## src/rtl/mii_gen_pkg.sv

```systemverilog
// Shared definitions for the MII transmit frame generator: control codes, FSM states, lane mask helper.
// Latency: n/a (package only).
// Backpressure: n/a (package only).
package mii_gen_pkg;

    // XGMII-style control characters.
    localparam logic [7:0] MII_IDLE  = 8'h07;
    localparam logic [7:0] MII_START = 8'hFB;
    localparam logic [7:0] MII_TERM  = 8'hFD;
    localparam logic [7:0] MII_ERR   = 8'hFE;

    // Widest supported bus (64 bits) carries eight byte lanes.
    localparam int MAX_LANES = 8;

    typedef enum logic [1:0] {
        S_IDLE = 2'd0,
        S_DATA = 2'd1,
        S_TERM = 2'd2
    } state_t;

    // Returns a mask with the lowest n lanes set; these are the lanes that carry data in a tail word.
    function automatic logic [MAX_LANES-1:0] lane_mask(input logic [3:0] n);
        logic [MAX_LANES-1:0] m;
        m = '0;
        for (int k = 0; k < MAX_LANES; k++) begin
            if (k < int'(n)) begin
                m[k] = 1'b1;
            end
        end
        return m;
    endfunction

endpackage

```

## src/rtl/mii_tail_builder.sv

```systemverilog
// Builds the final data word of a frame: rem data lanes, /T/ at lane rem, /I/ fill above it.
// Latency: combinational, zero cycles.
// Backpressure: none; caller decides when the word is used.
//
// Ports:
//   i_rem     number of data bytes left (1..LANES-1); lane 0 always holds the carried byte
//   i_carry   byte held over from the previous input word
//   i_data    low DATA_W-8 bits of the current input word (its top byte can never land in a tail)
//   o_tail_d  tail word data
//   o_tail_c  tail word per-lane control flags (1 = control character)
module mii_tail_builder
    import mii_gen_pkg::*;
#(
    parameter int DATA_W = 64
) (
    input  logic [3:0]          i_rem,
    input  logic [7:0]          i_carry,
    input  logic [DATA_W-9:0]   i_data,
    output logic [DATA_W-1:0]   o_tail_d,
    output logic [DATA_W/8-1:0] o_tail_c
);

    localparam int LANES = DATA_W / 8;

    logic [MAX_LANES-1:0] data_mask;
    logic [DATA_W-1:0]    shifted;

    assign data_mask = lane_mask(i_rem);
    // Input bytes move up one lane because lane 0 is occupied by the carried byte.
    assign shifted   = {i_data, i_carry};

    always_comb begin
        o_tail_d = {LANES{MII_IDLE}};
        o_tail_c = '1;
        for (int k = 0; k < LANES; k++) begin
            if (data_mask[k]) begin
                o_tail_d[8*k +: 8] = shifted[8*k +: 8];
                o_tail_c[k]        = 1'b0;
            end else if (k == int'(i_rem)) begin
                o_tail_d[8*k +: 8] = MII_TERM;
            end
        end
    end

endmodule

```

## src/rtl/mii_frame_tx_gen.sv

```systemverilog
// Turns a length-tagged payload stream into lane-aligned MII words: /S/ lane 0, payload, /T/, /I/ fill.
// Latency: one cycle; the word built from a cycle-N handshake is on o_mii_tx_d/o_mii_tx_c at N+1.
// Backpressure: o_ready gates payload; a missing word while o_ready=1 aborts the frame with an /E/ word.
//
// Ports:
//   clk, i_rst               clock, asynchronous active-high reset
//   i_start/i_frame_len      frame request and its payload length, taken when i_start && o_start_rdy
//   o_start_rdy              idle and inter-packet gap satisfied
//   i_valid/i_data/o_ready   payload word handshake, byte 0 in [7:0]
//   o_mii_tx_d/o_mii_tx_c    registered MII data and per-lane control flags
//   o_frame_done             pulse with the word carrying /T/
//   o_len_err                pulse when a requested length is out of range (frame dropped)
//   o_underrun               pulse with the all-/E/ word
// Build option MII_FRAME_TX_GEN_STATS_EN adds o_frame_cnt (frames finished) and o_err_cnt
// (length errors + underruns), both wrapping.
module mii_frame_tx_gen
    import mii_gen_pkg::*;
#(
    parameter int DATA_W          = 64,
    parameter int LEN_W           = 16,
    parameter int IPG_BYTES       = 12,
    parameter int MIN_FRAME_BYTES = 64,
    parameter int MAX_FRAME_BYTES = 1522
) (
    input  logic                clk,
    input  logic                i_rst,
    input  logic                i_start,
    input  logic [LEN_W-1:0]    i_frame_len,
    output logic                o_start_rdy,
    input  logic                i_valid,
    input  logic [DATA_W-1:0]   i_data,
    output logic                o_ready,
    output logic [DATA_W-1:0]   o_mii_tx_d,
    output logic [DATA_W/8-1:0] o_mii_tx_c,
    output logic                o_frame_done,
    output logic                o_len_err,
    output logic                o_underrun
`ifdef MII_FRAME_TX_GEN_STATS_EN
    ,
    output logic [31:0]         o_frame_cnt,
    output logic [15:0]         o_err_cnt
`endif
);

    localparam int LANES = DATA_W / 8;
    // Counter must hold IPG_BYTES plus one word of headroom before saturation.
    localparam int IPG_W = $clog2(IPG_BYTES + LANES + 1);

    state_t               state_q, state_d;
    logic [LEN_W-1:0]     rem_q, rem_d;
    logic                 first_q, first_d;
    logic [7:0]           carry_q, carry_d;
    logic [IPG_W-1:0]     ipg_cnt_q, ipg_cnt_d;
    logic [DATA_W-1:0]    tx_d_q, tx_d_d;
    logic [LANES-1:0]     tx_c_q, tx_c_d;
    logic                 frame_done_q, frame_done_d;
    logic                 len_err_q, len_err_d;
    logic                 underrun_q, underrun_d;

    logic                 start_acc;
    logic                 len_bad;
    logic                 underrun;
    logic                 is_tail;
    logic [IPG_W-1:0]     ipg_sum;
    logic [IPG_W-1:0]     ipg_idle_next;
    logic [DATA_W-1:0]    data_word;
    logic [DATA_W-1:0]    tail_d;
    logic [LANES-1:0]     tail_c;

    assign o_start_rdy = (state_q == S_IDLE) && (ipg_cnt_q == IPG_W'(IPG_BYTES));
    // With a single byte left it is already in carry_q, so no input word is needed.
    assign o_ready     = (state_q == S_DATA) && (first_q || (rem_q >= LEN_W'(2)));

    assign start_acc = i_start && o_start_rdy;
    assign len_bad   = (i_frame_len < LEN_W'(MIN_FRAME_BYTES)) ||
                       (i_frame_len > LEN_W'(MAX_FRAME_BYTES));
    assign underrun  = (state_q == S_DATA) && o_ready && !i_valid;
    assign is_tail   = !first_q && (rem_q < LEN_W'(LANES));

    // Idle words add LANES bytes of gap; saturate once the minimum is met.
    assign ipg_sum       = ipg_cnt_q + IPG_W'(LANES);
    assign ipg_idle_next = (ipg_sum > IPG_W'(IPG_BYTES)) ? IPG_W'(IPG_BYTES) : ipg_sum;

    // Steady-state word: carried byte in lane 0, current input shifted up one lane.
    assign data_word = {i_data[DATA_W-9:0], carry_q};

    mii_tail_builder #(
        .DATA_W (DATA_W)
    ) u_tail (
        .i_rem    (rem_q[3:0]),
        .i_carry  (carry_q),
        .i_data   (i_data[DATA_W-9:0]),
        .o_tail_d (tail_d),
        .o_tail_c (tail_c)
    );

    // State register.
    always_ff @(posedge clk or posedge i_rst) begin
        if (i_rst) begin
            state_q <= S_IDLE;
        end else begin
            state_q <= state_d;
        end
    end

    // Next-state logic.
    always_comb begin
        state_d = state_q;
        case (state_q)
            S_IDLE: begin
                if (start_acc && !len_bad) begin
                    state_d = S_DATA;
                end
            end
            S_DATA: begin
                if (underrun) begin
                    state_d = S_IDLE;
                end else if (!first_q && (rem_q == LEN_W'(LANES))) begin
                    state_d = S_TERM;
                end else if (is_tail) begin
                    state_d = S_IDLE;
                end
            end
            S_TERM: begin
                state_d = S_IDLE;
            end
            default: begin
                state_d = S_IDLE;
            end
        endcase
    end

    // Datapath and output word construction.
    always_comb begin
        rem_d        = rem_q;
        first_d      = first_q;
        carry_d      = carry_q;
        ipg_cnt_d    = ipg_cnt_q;
        tx_d_d       = {LANES{MII_IDLE}};
        tx_c_d       = '1;
        frame_done_d = 1'b0;
        len_err_d    = 1'b0;
        underrun_d   = 1'b0;
        case (state_q)
            S_IDLE: begin
                ipg_cnt_d = ipg_idle_next;
                if (start_acc) begin
                    if (len_bad) begin
                        len_err_d = 1'b1;
                    end else begin
                        rem_d   = i_frame_len;
                        first_d = 1'b1;
                    end
                end
            end
            S_DATA: begin
                if (underrun) begin
                    tx_d_d     = {LANES{MII_ERR}};
                    underrun_d = 1'b1;
                    ipg_cnt_d  = '0;
                    first_d    = 1'b0;
                end else if (first_q) begin
                    // /S/ displaces one payload byte; the top byte waits in carry.
                    tx_d_d  = {i_data[DATA_W-9:0], MII_START};
                    tx_c_d  = {{(LANES-1){1'b0}}, 1'b1};
                    carry_d = i_data[DATA_W-1 -: 8];
                    rem_d   = rem_q - LEN_W'(LANES - 1);
                    first_d = 1'b0;
                end else if (!is_tail) begin
                    // rem >= LANES: a full data word; at exactly LANES the /T/ goes in the next word.
                    tx_d_d  = data_word;
                    tx_c_d  = '0;
                    carry_d = i_data[DATA_W-1 -: 8];
                    rem_d   = rem_q - LEN_W'(LANES);
                end else begin
                    tx_d_d       = tail_d;
                    tx_c_d       = tail_c;
                    frame_done_d = 1'b1;
                    // /T/ and the /I/ above it already count toward the gap.
                    ipg_cnt_d    = IPG_W'(LANES) - IPG_W'(rem_q);
                end
            end
            S_TERM: begin
                tx_d_d       = {{(LANES-1){MII_IDLE}}, MII_TERM};
                frame_done_d = 1'b1;
                ipg_cnt_d    = IPG_W'(LANES);
            end
            default: begin
            end
        endcase
    end

    always_ff @(posedge clk or posedge i_rst) begin
        if (i_rst) begin
            rem_q        <= '0;
            first_q      <= 1'b0;
            carry_q      <= '0;
            ipg_cnt_q    <= '0;
            tx_d_q       <= {LANES{MII_IDLE}};
            tx_c_q       <= '1;
            frame_done_q <= 1'b0;
            len_err_q    <= 1'b0;
            underrun_q   <= 1'b0;
        end else begin
            rem_q        <= rem_d;
            first_q      <= first_d;
            carry_q      <= carry_d;
            ipg_cnt_q    <= ipg_cnt_d;
            tx_d_q       <= tx_d_d;
            tx_c_q       <= tx_c_d;
            frame_done_q <= frame_done_d;
            len_err_q    <= len_err_d;
            underrun_q   <= underrun_d;
        end
    end

    assign o_mii_tx_d   = tx_d_q;
    assign o_mii_tx_c   = tx_c_q;
    assign o_frame_done = frame_done_q;
    assign o_len_err    = len_err_q;
    assign o_underrun   = underrun_q;

`ifdef MII_FRAME_TX_GEN_STATS_EN
    logic [31:0] frame_cnt_q, frame_cnt_d;
    logic [15:0] err_cnt_q, err_cnt_d;

    // Counters advance with the registered pulses they count.
    always_comb begin
        frame_cnt_d = frame_cnt_q + {31'd0, frame_done_d};
        err_cnt_d   = err_cnt_q + {15'd0, (len_err_d | underrun_d)};
    end

    always_ff @(posedge clk or posedge i_rst) begin
        if (i_rst) begin
            frame_cnt_q <= '0;
            err_cnt_q   <= '0;
        end else begin
            frame_cnt_q <= frame_cnt_d;
            err_cnt_q   <= err_cnt_d;
        end
    end

    assign o_frame_cnt = frame_cnt_q;
    assign o_err_cnt   = err_cnt_q;
`endif

endmodule
```

## config.mk

```make
export PLATFORM = sky130hd
export DESIGN_NAME = mii_frame_tx_gen
export DESIGN_NICKNAME = d
export VERILOG_FILES = /design/src/rtl/mii_gen_pkg.sv /design/src/rtl/mii_tail_builder.sv /design/src/rtl/mii_frame_tx_gen.sv
export SDC_FILE = /design/constraint.sdc
export NUM_CORES = 1
export LEC_CHECK = 0
export CAP_MARGIN = 20
export CORE_MARGIN = 10
export CORE_UTILIZATION = 49
export DETAILED_ROUTE_END_ITERATION = 16
export PLACE_DENSITY = 0.83
export SYNTH_ARGS = -nofsm -noshare
export SYNTH_HDL_FRONTEND = slang
export SYNTH_HIERARCHICAL = 1
export SYNTH_SLANG_ARGS = --single-unit
```

## constraint.sdc

```tcl
create_clock -name clk -period 4.83 [get_ports clk]
set_input_delay 0.966 -clock clk [delete_from_list [all_inputs] [get_ports clk]]
set_output_delay 0.966 -clock clk [all_outputs]
set_load 0.02 [all_outputs]
```

==> reports/metrics.csv <==
metric,value,unit
hold_class,reg -> reg,
synthFlopType,dfrtp_1,
syn_to_final_growth,32.76,%
synth_cell_types,69,
layout-drive-gt1-share,12.13,%
fmax,0.2838,GHz
cts_resized,0,
dr.pass1.iters,7,
ff2ff_path_depth,8,
die_h,131.3,µm
rows,40,
critPathRequiredTime,3.86,ns
gp_congestion,0.9028,
grt_antenna_before_repair,1,
fin_skew,0.005716,ns
timing.final.crit_share,72.95,%
synth_top_area_cell,dfrtp_1,
coreArea,12060,µm²
grt_usage,22.57,%
avgSynthCellArea,9.005,µm²
cp-end-kind,output port,
h-tree-depth,3,
synth_area_leaders,"dfrtp_1 (31%), dfstp_2 (14%), nand2_1 (6.6%)",
floorplan.initialDensity,50.32,%
status,completed,
worstHoldEndpoint,carry_q[1],
vias_per_cell,6.156,
insertion_delay,0.35,ns
maxCapViolCount,0,
r2r_end,o_mii_tx_d[24],
startpoint_type,flop,
holdPathStages,1,
antenna_left,0,
routed_wl,20.39,mm
cts.path.max_buffers,2,
yosysWarnings,6,
finalSetupTns,0,ns
synth_area,6070,µm²
synth_nets,769,
cts_hold_buf,0,
timing_worst_setup_path_type,reg -> out,
ys_seq_area_share,44.77,%
r2r_setup_slack,1.41,ns
p_leak,3.427,nW
num_vias,6014,
utilization,66.81,%
dp_hpwl,14.43,mm
cts_setup_buffers,0,
clock-root-buffer,clkbuf_16,
hold_viol,0,
r2r_start,rem_q[6],
grt_setup_unrepaired,false,
cp_max_fo,24,
whs,0.5274,ns
synth.most_common_cell,nand2_1,
clk_pin_slew_worst_paths,0.07,ns
wire_per_inst,20.87,µm
synthArstFlopShare,100.0,%
drv_slew,0,
synthTopCellsByCount,"nand2_1 (107), dfrtp_1 (75), o21ai_0 (48)",
first_global_vias,5831,
setup_violations,0,
period_needed,3.523,ns
die_w,131.3,µm
critPathArrivalTime,2.56,ns
cts_made_buffers,9,
grt-ovfl-total,0,
nNetsFinal,898,
cts.sinks,107,
power_density,499.8,nW/µm²
io_pins,161,
cts_tree,done,
max_slew_margin,33.69,%
peakVddDrop,0.0002225,V
drtIter0Drc,887,
synth_edf_count,0,
ys_ff_latch,107,
grt_max_degree,87,
grt_pass1_wl,32.14,mm
die-area,17240,µm²
worstHoldStart,carry_q[1],
synth_cells,674,
portBuffers,160,
worstMarginPinSlew,0.9947,ns
route.detailed.drc,0,
synth_top_area_share,30.92,%
finalPower,4.027,mW
-- critical path, cell delays in order, from the launching register on --
cell,delay [ns]
dfrtp_1,0.90
ha_1,0.28
nor3_1,0.07
a21oi_1,0.29
clkdlybuf4s50_1,0.66
-- metal layers --
layer | vias to the layer above | global-route usage, % | part of all wire, %
met3 | 52 | 5.526 | 9.2
met4 | 0 | 7.726 | 3.0
met2 | 385 | 37.58 | 49
met5 | - | 0 | 0
met1 | 2888 | 27.93 | 39
li1 | 2689 | - | -
-- metrics by stage --
stage               cell area (µm²)  std cells  setup slack (ns)
floorplan                      6070        674             1.100
CTS                            8020        974             1.303
global placement               7719        958             1.281
finish                         8058        977             1.307
global route                   8058        977             1.101
detailed placement             7719        958             1.196
-- cell type report --
type	count	area (µm²)
Multi-Input combinational cell	474	2960
Inverter	38	146.4
Fill cell	930	4004
Antenna cell	1	2.502
Sequential cell	107	2718
Tap cell	168	210.2
Clock buffer	14	264.0
Clock inverter	2	37.54
Timing Repair Buffer	173	1719
-- worst max-delay path by stage --
| stage | to | from | cells after the start | slack [ns] |
|---|---|---|---|---|
| 2_1_floorplan | carry_q[0] | i_rst | 1 | 1.10 |
| 3_3_place_gp | rem_q[9] | i_start | 5 | 1.28 |
| 3_5_place_dp | rem_q[9] | i_start | 5 | 1.20 |
| 4_1_cts | o_ready | rem_q[1] | 4 | 1.30 |
| 5_1_grt | o_mii_tx_d[3] | rem_q[0] | 8 | 1.10 |
| 6_report | o_ready | rem_q[1] | 4 | 1.31 |
-- state kept, by name, indices dropped and copies added (netlist names) --
name,cells
first_q,1
ipg_cnt_q,5
state_q,2
o_mii_tx_c,8
carry_q,8
o_mii_tx_d,64
o_len_err,1
rem_q,16
o_underrun,1
o_frame_done,1
-- where the power goes --
group / switching (mW) / total, mW / internal, mW
logic: 1.05 / 1.81 / 0.768
registers: 0.258 / 1.46 / 1.20
clock network: 0.323 / 0.755 / 0.432
-- placed cells by master, fill, tap and decap left out, drive strengths merged, types with 6 or more instances in the layout --
| cell | n |
|---|---|
| clkdlybuf4s50 | 160 |
| nand2 | 107 |
| dfrtp | 75 |
| o21ai | 48 |
| a31oi | 38 |
| inv | 37 |
| dfstp | 32 |
| nor3 | 26 |
| nor2 | 22 |
| a21oi | 20 |
| nand3 | 16 |
| o21a | 15 |
| a21o | 14 |
| clkbuf | 14 |
| buf | 13 |
| or2 | 12 |
| mux2 | 11 |
| a22oi | 11 |
| ha | 11 |
| nand2b | 10 |
| mux2i | 8 |
| o221ai | 8 |
| a211oi | 8 |
| nor4 | 7 |
| a221o | 6 |
| and3 | 6 |
-- kinds of logic after synthesis --
family          count (synthesis)  share of synthesized area, %
compound gates                208                         23.60
xor+xnor                        3                        0.4330
fa+ha+maj                      11                         2.268
buf+inv                        93                         6.576
flops                         107                         44.77
mux                            19                         3.360
simple gates                  233                         18.99
No activity file was read; power rests on OpenSTA's default activity.
